[config.mk]
export PLATFORM = sky130hd
export DESIGN_NAME = cern_be_master
export DESIGN_NICKNAME = d
export VERILOG_FILES = /design/src/rtl/cern_be_master.sv
export SDC_FILE = /design/constraint.sdc
export NUM_CORES = 1
export LEC_CHECK = 0
export ABC_CLOCK_PERIOD_IN_PS = 1900
export CAP_MARGIN = 20
export CELL_PAD_IN_SITES_DETAIL_PLACEMENT = 1
export CELL_PAD_IN_SITES_GLOBAL_PLACEMENT = 1
export CORE_ASPECT_RATIO = 0.6
export CORE_UTILIZATION = 31
export DETAILED_ROUTE_END_ITERATION = 10
export PLACE_DENSITY_LB_ADDON = 0.05
export SLEW_MARGIN = 20
export SYNTH_ARGS = -nofsm -noshare
export SYNTH_HDL_FRONTEND = slang
export SYNTH_SLANG_ARGS = --single-unit
export TNS_END_PERCENT = 100
[constraint.sdc]
create_clock -name Clk -period 1.9 [get_ports Clk]
set_input_delay 0.38 -clock Clk [delete_from_list [all_inputs] [get_ports Clk]]
set_output_delay 0.38 -clock Clk [all_outputs]
set_load 0.05 [all_outputs]
[src/rtl/cern_be_master.sv]
// Single-outstanding initiator for the CERN-BE register bus: valid/ready request in, one-cycle strobe out, Done or timeout back.
// Optional timeout counter on err_cnt_o is built only when CERN_BE_MASTER_ERR_CNT_EN is defined.
module cern_be_master #(
  parameter int ADDR_WIDTH = 8,
  parameter int DATA_WIDTH = 32,
  parameter int TIMEOUT    = 255
) (
  input  logic                  Clk,
  input  logic                  rst_n,
  input  logic                  req_valid_i,
  output logic                  req_ready_o,
  input  logic                  req_we_i,
  input  logic [ADDR_WIDTH-1:0] req_addr_i,
  input  logic [DATA_WIDTH-1:0] req_wdata_i,
  output logic                  rsp_valid_o,
  output logic [DATA_WIDTH-1:0] rsp_rdata_o,
  output logic                  rsp_err_o,
  output logic [ADDR_WIDTH-1:0] VMEAddr,
  output logic [DATA_WIDTH-1:0] VMEWrData,
  input  logic [DATA_WIDTH-1:0] VMERdData,
  output logic                  VMERdMem,
  output logic                  VMEWrMem,
  input  logic                  VMERdDone,
  input  logic                  VMEWrDone,
  output logic [15:0]           err_cnt_o
);

  localparam int CW = $clog2(TIMEOUT + 1);
  localparam logic [CW-1:0] TO_VAL = CW'(TIMEOUT);

  typedef enum logic [1:0] {IDLE, RD_WAIT, WR_WAIT} state_t;

  state_t                  state_reg, state_next;
  logic [CW-1:0]           cnt_reg, cnt_next;
  logic [ADDR_WIDTH-1:0]   addr_reg, addr_next;
  logic [DATA_WIDTH-1:0]   wdata_reg, wdata_next;
  logic                    rd_mem_reg, rd_mem_next;
  logic                    wr_mem_reg, wr_mem_next;
  logic                    rsp_valid_reg, rsp_valid_next;
  logic                    rsp_err_reg, rsp_err_next;
  logic [DATA_WIDTH-1:0]   rsp_rdata_reg, rsp_rdata_next;
  logic                    done_match;

  always_ff @(posedge Clk or negedge rst_n) begin
    if (!rst_n) begin
      state_reg     <= IDLE;
      cnt_reg       <= '0;
      addr_reg      <= '0;
      wdata_reg     <= '0;
      rd_mem_reg    <= 1'b0;
      wr_mem_reg    <= 1'b0;
      rsp_valid_reg <= 1'b0;
      rsp_err_reg   <= 1'b0;
      rsp_rdata_reg <= '0;
    end else begin
      state_reg     <= state_next;
      cnt_reg       <= cnt_next;
      addr_reg      <= addr_next;
      wdata_reg     <= wdata_next;
      rd_mem_reg    <= rd_mem_next;
      wr_mem_reg    <= wr_mem_next;
      rsp_valid_reg <= rsp_valid_next;
      rsp_err_reg   <= rsp_err_next;
      rsp_rdata_reg <= rsp_rdata_next;
    end
  end

  // cnt_reg is 0 in the strobe cycle, so Done is only honoured for cnt 1..TIMEOUT.
  always_comb begin
    state_next     = state_reg;
    cnt_next       = cnt_reg;
    addr_next      = addr_reg;
    wdata_next     = wdata_reg;
    rd_mem_next    = 1'b0;
    wr_mem_next    = 1'b0;
    rsp_valid_next = 1'b0;
    rsp_err_next   = 1'b0;
    rsp_rdata_next = '0;
    done_match     = 1'b0;
    case (state_reg)
      IDLE: begin
        if (req_valid_i) begin
          addr_next = req_addr_i;
          cnt_next  = '0;
          if (req_we_i) begin
            wdata_next  = req_wdata_i;
            wr_mem_next = 1'b1;
            state_next  = WR_WAIT;
          end else begin
            rd_mem_next = 1'b1;
            state_next  = RD_WAIT;
          end
        end
      end
      RD_WAIT, WR_WAIT: begin
        done_match = (state_reg == RD_WAIT) ? VMERdDone : VMEWrDone;
        if (cnt_reg != '0 && done_match) begin
          rsp_valid_next = 1'b1;
          rsp_rdata_next = (state_reg == RD_WAIT) ? VMERdData : '0;
          state_next     = IDLE;
        end else if (cnt_reg == TO_VAL) begin
          rsp_valid_next = 1'b1;
          rsp_err_next   = 1'b1;
          state_next     = IDLE;
        end else begin
          cnt_next = cnt_reg + 1'b1;
        end
      end
      default: state_next = IDLE;
    endcase
  end

  assign req_ready_o = (state_reg == IDLE);
  assign rsp_valid_o = rsp_valid_reg;
  assign rsp_err_o   = rsp_err_reg;
  assign rsp_rdata_o = rsp_rdata_reg;
  assign VMEAddr     = addr_reg;
  assign VMEWrData   = wdata_reg;
  assign VMERdMem    = rd_mem_reg;
  assign VMEWrMem    = wr_mem_reg;

`ifdef CERN_BE_MASTER_ERR_CNT_EN
  logic [15:0] err_cnt_reg;

  // Counts on the registered timeout response; saturating, cleared only by reset.
  always_ff @(posedge Clk or negedge rst_n) begin
    if (!rst_n) begin
      err_cnt_reg <= '0;
    end else if (rsp_valid_reg && rsp_err_reg && err_cnt_reg != 16'hFFFF) begin
      err_cnt_reg <= err_cnt_reg + 16'd1;
    end
  end

  assign err_cnt_o = err_cnt_reg;
`else
  assign err_cnt_o = 16'd0;
`endif

endmodule
==> impl_metrics.csv, run 1 <==
group,metric,value,unit
critical_path,path_max_fanout,2,
floorplan,io_pins,171,
sta,worstMarginPinSlew,0.547,ns
critical_path,crit_family,"buffers and inverters",
clock_tree,cts.sinks,86,
global_route,grt_pass1_wl,14.5,mm
clock_tree,post_cts_buffers,0,
placement,dp_hpwl,6.42,mm
clock_tree,cts-root-buf,"clkbuf_16",
hold_path,hold_path_class,"input port to async pin",
routing,drt-initial-drc-count,134,
sta,fin_skew,0.00381,ns
routing,firstDrtPassIters,7,
clock_tree,htreeDepth,3,
pwr,combPwrFrac,51.7,%
critical_path,cp.arrival,1.48,ns
synthesis,synth_edf_count,0,
critical_path,crit_type,"register to output port",
layout,diodes,0,
synthesis,synth-simple-area-share,11.4,%
pwr,internal-power,5020,µW
sta,setup_viol,0,
sta,fmax,0.537,GHz
synthesis,ys_seq_elements,86,
global_route,antenna_found_initial,0,
critical_path,crit_buf_inv,1,
sta,slew_viol_final,0,
sta,period_share,97.9,%
placement,dp.cells,552,
sta,min_period,1.86,ns
synthesis,synthMuxAreaShare,13.9,%
pwr,clockPowerShare,17.9,%
clock_tree,cts_buffers,9,
synthesis,syn_inst,258,
pwr,p_leak,0.00274,µW
critical_path,cp.depth,1,
global_route,global_route.usage.total,16.6,%
floorplan,die_w,138,µm
routing,drcViolationCount,19,
synthesis,yosysUniqueCellTypes,32,
routing,vias_per_cell,4.41,
critical_path,max_stage_delay,0.81,ns
synthesis,synth_flop_cell,"dfrtp_1",
placement,finalWeightedCongestion,0.717,
layout,final_cell_mix,"clkdlybuf4s50_1 (97), dfrtp_1 (86), mux2_2 (40)",
pwr,power,9010,µW
critical_path,rr_worst_depth,7,
pwr,switching_power,3990,µW
layout,layout-drive-gt1-share,25.2,%
layout,area_growth,58.9,%
floorplan,initial_utilization,32.2,%
critical_path,critPathRequiredTime,1.52,ns
synthesis,synth_top_area_share,62.4,%
clock_tree,path_clk_slew,0.06,ns
floorplan,core,0.0107,mm²
critical_path,end_kind,"output port",
synthesis,syn-cell-area,0.00345,mm²
layout,final_common_cell,"clkdlybuf4s50_1",
pwr,p_seq_share,30.4,%
synthesis,yosys.area.top_type,"dfrtp_1",
placement,io_buffers,154,
floorplan,rows,29,
synthesis,synth-adder-area-share,1.45,%
synthesis,synthTopCellsByArea,"dfrtp_1 (62%), mux2_2 (13%), and2_1 (5.8%)",
global_route,grt_max_degree,87,
sta,relSlewSlack,63.5,%
pwr,switching_share,44.3,%
pwr,powerDensity,1640,mW/mm²
critical_path,cp_cell_sequence,"clkdlybuf4s50_1",
pwr,ir_drop,0.000533,V
synthesis,synthArstFlopShare,100,%
synthesis,synth_top_family_by_area,"multiplexers",
routing,num_vias,2507,
routing,wl_per_cell,15.3,µm
clock_tree,clock_latency,0.33,ns
clock_tree,cts_tree,"yes",
flow_run,timing.max_cap.violations,0,
layout,nets,506,
critical_path,start_kind,"register",
synthesis,ys_seq_area_share,62.4,%
outcome,outcome,"finished, violations left",
sta,rsz0062_at_grt,"no",
synthesis,ys_warn_count,0,
synthesis,synth_compound_area_share,4.93,%
clock_tree,cts.path.max_buffers,2,
layout,instances_no_fill,568,
synthesis,synth_xor_area_share,0,%
outcome,violations,"DRC",
sta,finalHoldViolCount,0,
critical_path,crit_slowest_cell,"clkdlybuf4s50_1",
routing,wl,8.69,mm
floorplan,die_area,0.0116,mm²
floorplan,die_y,83.7,µm
global_route,first_global_vias,2752,
sta,timing.hold.ws,0.0564,ns
routing,ant_nets,0,
synthesis,syn_avg_cell_area,13.4,µm²
global_route,grt_overflow_total,0,
-- layer usage --
| metal | share of wire [%] | GRT usage (%) |
|---|---|---|
| met3 | 14 | 9.98 |
| met5 | 0 | 0 |
| met1 | 41 | 19.5 |
| met2 | 45 | 25.0 |
| met4 | 0.46 | 5.52 |
-- final timing paths --
kind                                    start               to  slack, ns
worst max-delay path             VMEWrData[5]     VMEWrData[5]       0.04
worst min-delay path                    rst_n  rsp_rdata_o[18]       0.06
worst max register to register   state_reg[1]       cnt_reg[1]       0.14
worst min register to register  VMEWrData[16]    VMEWrData[16]       0.50
max in group asynchronous               rst_n    VMEWrData[13]       1.45
min in group Clk                VMEWrData[16]    VMEWrData[16]       0.50
-- cells in the mapped netlist (4+ instances only) --
master    number
clkbuf_1       7
and2_1        32
ha_1           4
inv_1         13
nor2_1         7
o211ai_1       8
dfrtp_1       86
mux2_2        40
buf_4         16
nand4_1        8
nand2_1        5
nand3_1        6
-- cell families after synthesis --
group	after synthesis
DFF	86
buffers and inverters	37
adders and majority gates	4
muxes	43
and+or+nand+nor	66
AOI/OAI and AO/OA	21
other	1
-- what timing repair did --
item / 4_1_cts / 5_1_grt
hold buffers: 0 / 0
gates resized for setup: 1 / 26
gates cloned: 0 / 0
endpoints found under the setup margin: 1 / 26
-- power by group through the flow --
stage	Combinational, µW	Sequential [µW]	Clock [µW]
2_1_floorplan	1290	4470	0
3_3_place_gp	4660	2750	0
3_5_place_dp	4710	2780	0
4_1_cts	4710	2750	1690
5_1_grt	4900	2840	1760
6_report	4660	2740	1620
-- stage by stage --
step,area [µm²],worst slack (ns),TNS (ns),util (%)
global route,5480,0.000945,0,51.2
detailed placement,5140,-0.00429,-0.00429,48.0
CTS,5420,0.000659,0,50.6
global placement,5140,0.0597,0,48.0
finish,5480,0.0394,0,51.2
floorplan,3510,0.136,0,-
-- cell type report --
cell class,instances,area [µm²]
Clock buffer,9,225
Fill cell,1092,5220
Clock inverter,7,50.0
Tap cell,139,174
Inverter,13,48.8
Multi-Input combinational cell,150,1170
Sequential cell,86,2150
Timing Repair Buffer,164,1660
Note: power is estimated with default switching activity, not from simulation.
==> run 2, diff against run 1 <==
CTS_CLUSTER_DIAMETER = 50   (was not set)
==> results of run 2 <==
Final layout, timing and power as in run 1 (identical DEF).
==> run 3, diff against run 2 <==
PLACE_DENSITY_LB_ADDON = 0.1   (was 0.05)
==> run 3 against run 2 <==
Against the previous run:
- the run still ends with DRC left
- final cell count grew 0.18%
- cell area grew 0.16%
- global-route usage shrank 0.22 points
- maximum frequency grew 0.30%
- utilization grew 0.082 points
- clock power shrank 2%
- register-to-register slack gained 0.02 ns
- critical path type unchanged
- highest routed layer unchanged
==> impl_metrics.csv, run 3 (synthesis results as in run 1) <==
group,metric,value,unit
outcome,outcome,"finished, violations left",
outcome,violations,"DRC",
critical_path,rr_worst_depth,7,
clock_tree,post_cts_buffers,0,
pwr,power,9040,µW
floorplan,core,0.0107,mm²
critical_path,critPathRequiredTime,1.52,ns
critical_path,r2r-end,"cnt_reg[1]",
sta,fmax,0.539,GHz
sta,rsz0062_at_grt,"no",
critical_path,r2r-start,"state_reg[1]",
routing,met3_length,1.21,mm
layout,final_common_cell,"clkdlybuf4s50_1",
layout,area_growth,59.1,%
pwr,p_leak,0.00266,µW
layout,layout-drive-gt1-share,24.4,%
clock_tree,clock_latency,0.33,ns
routing,wl,8.79,mm
pwr,ir_drop,0.000516,V
critical_path,reg2reg_slack,0.16,ns
critical_path,start_kind,"register",
floorplan,rows,29,
layout,final_cell_mix,"clkdlybuf4s50_1 (107), dfrtp_1 (86), mux2_2 (40)",
placement,placed_area,0.00515,mm²
clock_tree,cts-root-buf,"clkbuf_16",
global_route,global_route.usage.total,16.3,%
floorplan,die_w,138,µm
routing,met2WireLength,3.74,mm
clock_tree,htreeDepth,3,
clock_tree,path_clk_slew,0.06,ns
global_route,grt_pass1_wl,14.3,mm
placement,finalWeightedCongestion,0.772,
floorplan,io_pins,171,
routing,drcViolationCount,21,
hold_path,hold_path_class,"input port to async pin",
critical_path,crit_type,"register to output port",
clock_tree,cts_buffers,9,
global_route,antenna_found_initial,0,
floorplan,initial_utilization,32.2,%
floorplan,die_area,0.0116,mm²
sta,worstMarginPinSlew,0.540,ns
critical_path,cp_cell_sequence,"clkdlybuf4s50_1",
sta,relSlewSlack,63.9,%
sta,slew_viol_final,0,
floorplan,die_y,83.7,µm
layout,final_area,0.00549,mm²
sta,setup_viol,0,
sta,period_share,97.6,%
critical_path,max_stage_delay,0.80,ns
routing,firstDrtPassIters,7,
critical_path,crit_buf_inv,1,
flow_run,timing.max_cap.violations,0,
global_route,grt_overflow_total,0,
placement,io_buffers,154,
routing,vias_per_cell,4.45,
routing,num_vias,2533,
placement,dp_hpwl,6.66,mm
sta,min_period,1.86,ns
routing,met1_length,3.74,mm
layout,diodes,0,
global_route,first_global_vias,2604,
critical_path,path_max_fanout,2,
clock_tree,cts_tree,"yes",
critical_path,crit_family,"buffers and inverters",
routing,top_layer_used,"met4",
routing,wl_per_cell,15.5,µm
critical_path,crit_slowest_cell,"clkdlybuf4s50_1",
routing,ant_nets,0,
sta,finalHoldViolCount,0,
pwr,powerDensity,1650,mW/mm²
critical_path,end_kind,"output port",
critical_path,cp.arrival,1.48,ns
global_route,grt_max_degree,51,
clock_tree,cts.sinks,86,
layout,final_core_util,51.3,%
sta,fin_skew,0.00526,ns
clock_tree,cts.path.max_buffers,2,
routing,drt-initial-drc-count,112,
layout,nets,508,
-- run 3: how the worst max path moves through the flow --
stage                     cells past startpoint  slack (ns)           from             to
after floorplan                               5        0.14   state_reg[0]  VMEWrData[10]
after global placement                        6        0.06      VMERdDone     cnt_reg[1]
after detailed placement                      6       -0.02      VMERdDone     cnt_reg[1]
after CTS                                     1       0.003  VMEWrData[29]  VMEWrData[29]
after global routing                          1      0.0002  VMEWrData[20]  VMEWrData[20]
final                                         1        0.04  VMEWrData[20]  VMEWrData[20]
-- run 3: layout make-up --
type                            instances  area [µm²]
Timing Repair Buffer                  166        1670
Sequential cell                        86        2150
Inverter                               13        48.8
Tap cell                              139         174
Multi-Input combinational cell        150        1180
Fill cell                            1122        5210
Clock buffer                           11         243
Clock inverter                          4        23.8
-- run 3: layer usage --
metal  track usage, %  up-vias
met5                0        -
met4             5.41        0
met3             9.35       10
met2             23.2      119
met1             20.7     1221
li1                 -     1183
-- run 3: what timing repair did --
item / in CTS / in global routing
hold buffers: 1 / 0
gates resized for setup: 1 / 22
hold endpoints to repair: 15 / 0
endpoints found under the setup margin: 1 / 20
-- run 3: metrics by stage --
step                setup WS (ns)  hold WS (ns)  instances  TNS (ns)
floorplan                   0.136        0.0844        273         0
global placement           0.0626         0.268        553         0
detailed placement        -0.0164         0.272        553   -0.0164
CTS                       0.00327         0.461        569         0
global route             0.000159         0.472        569         0
finish                     0.0449         0.467        569         0
-- run 3: power breakdown --
| part | internal, µW | switching (µW) |
|---|---|---|
| Combinational | 1760 | 2960 |
| Clock | 909 | 667 |
| Sequential | 2400 | 344 |
| Total | 5070 | 3970 |
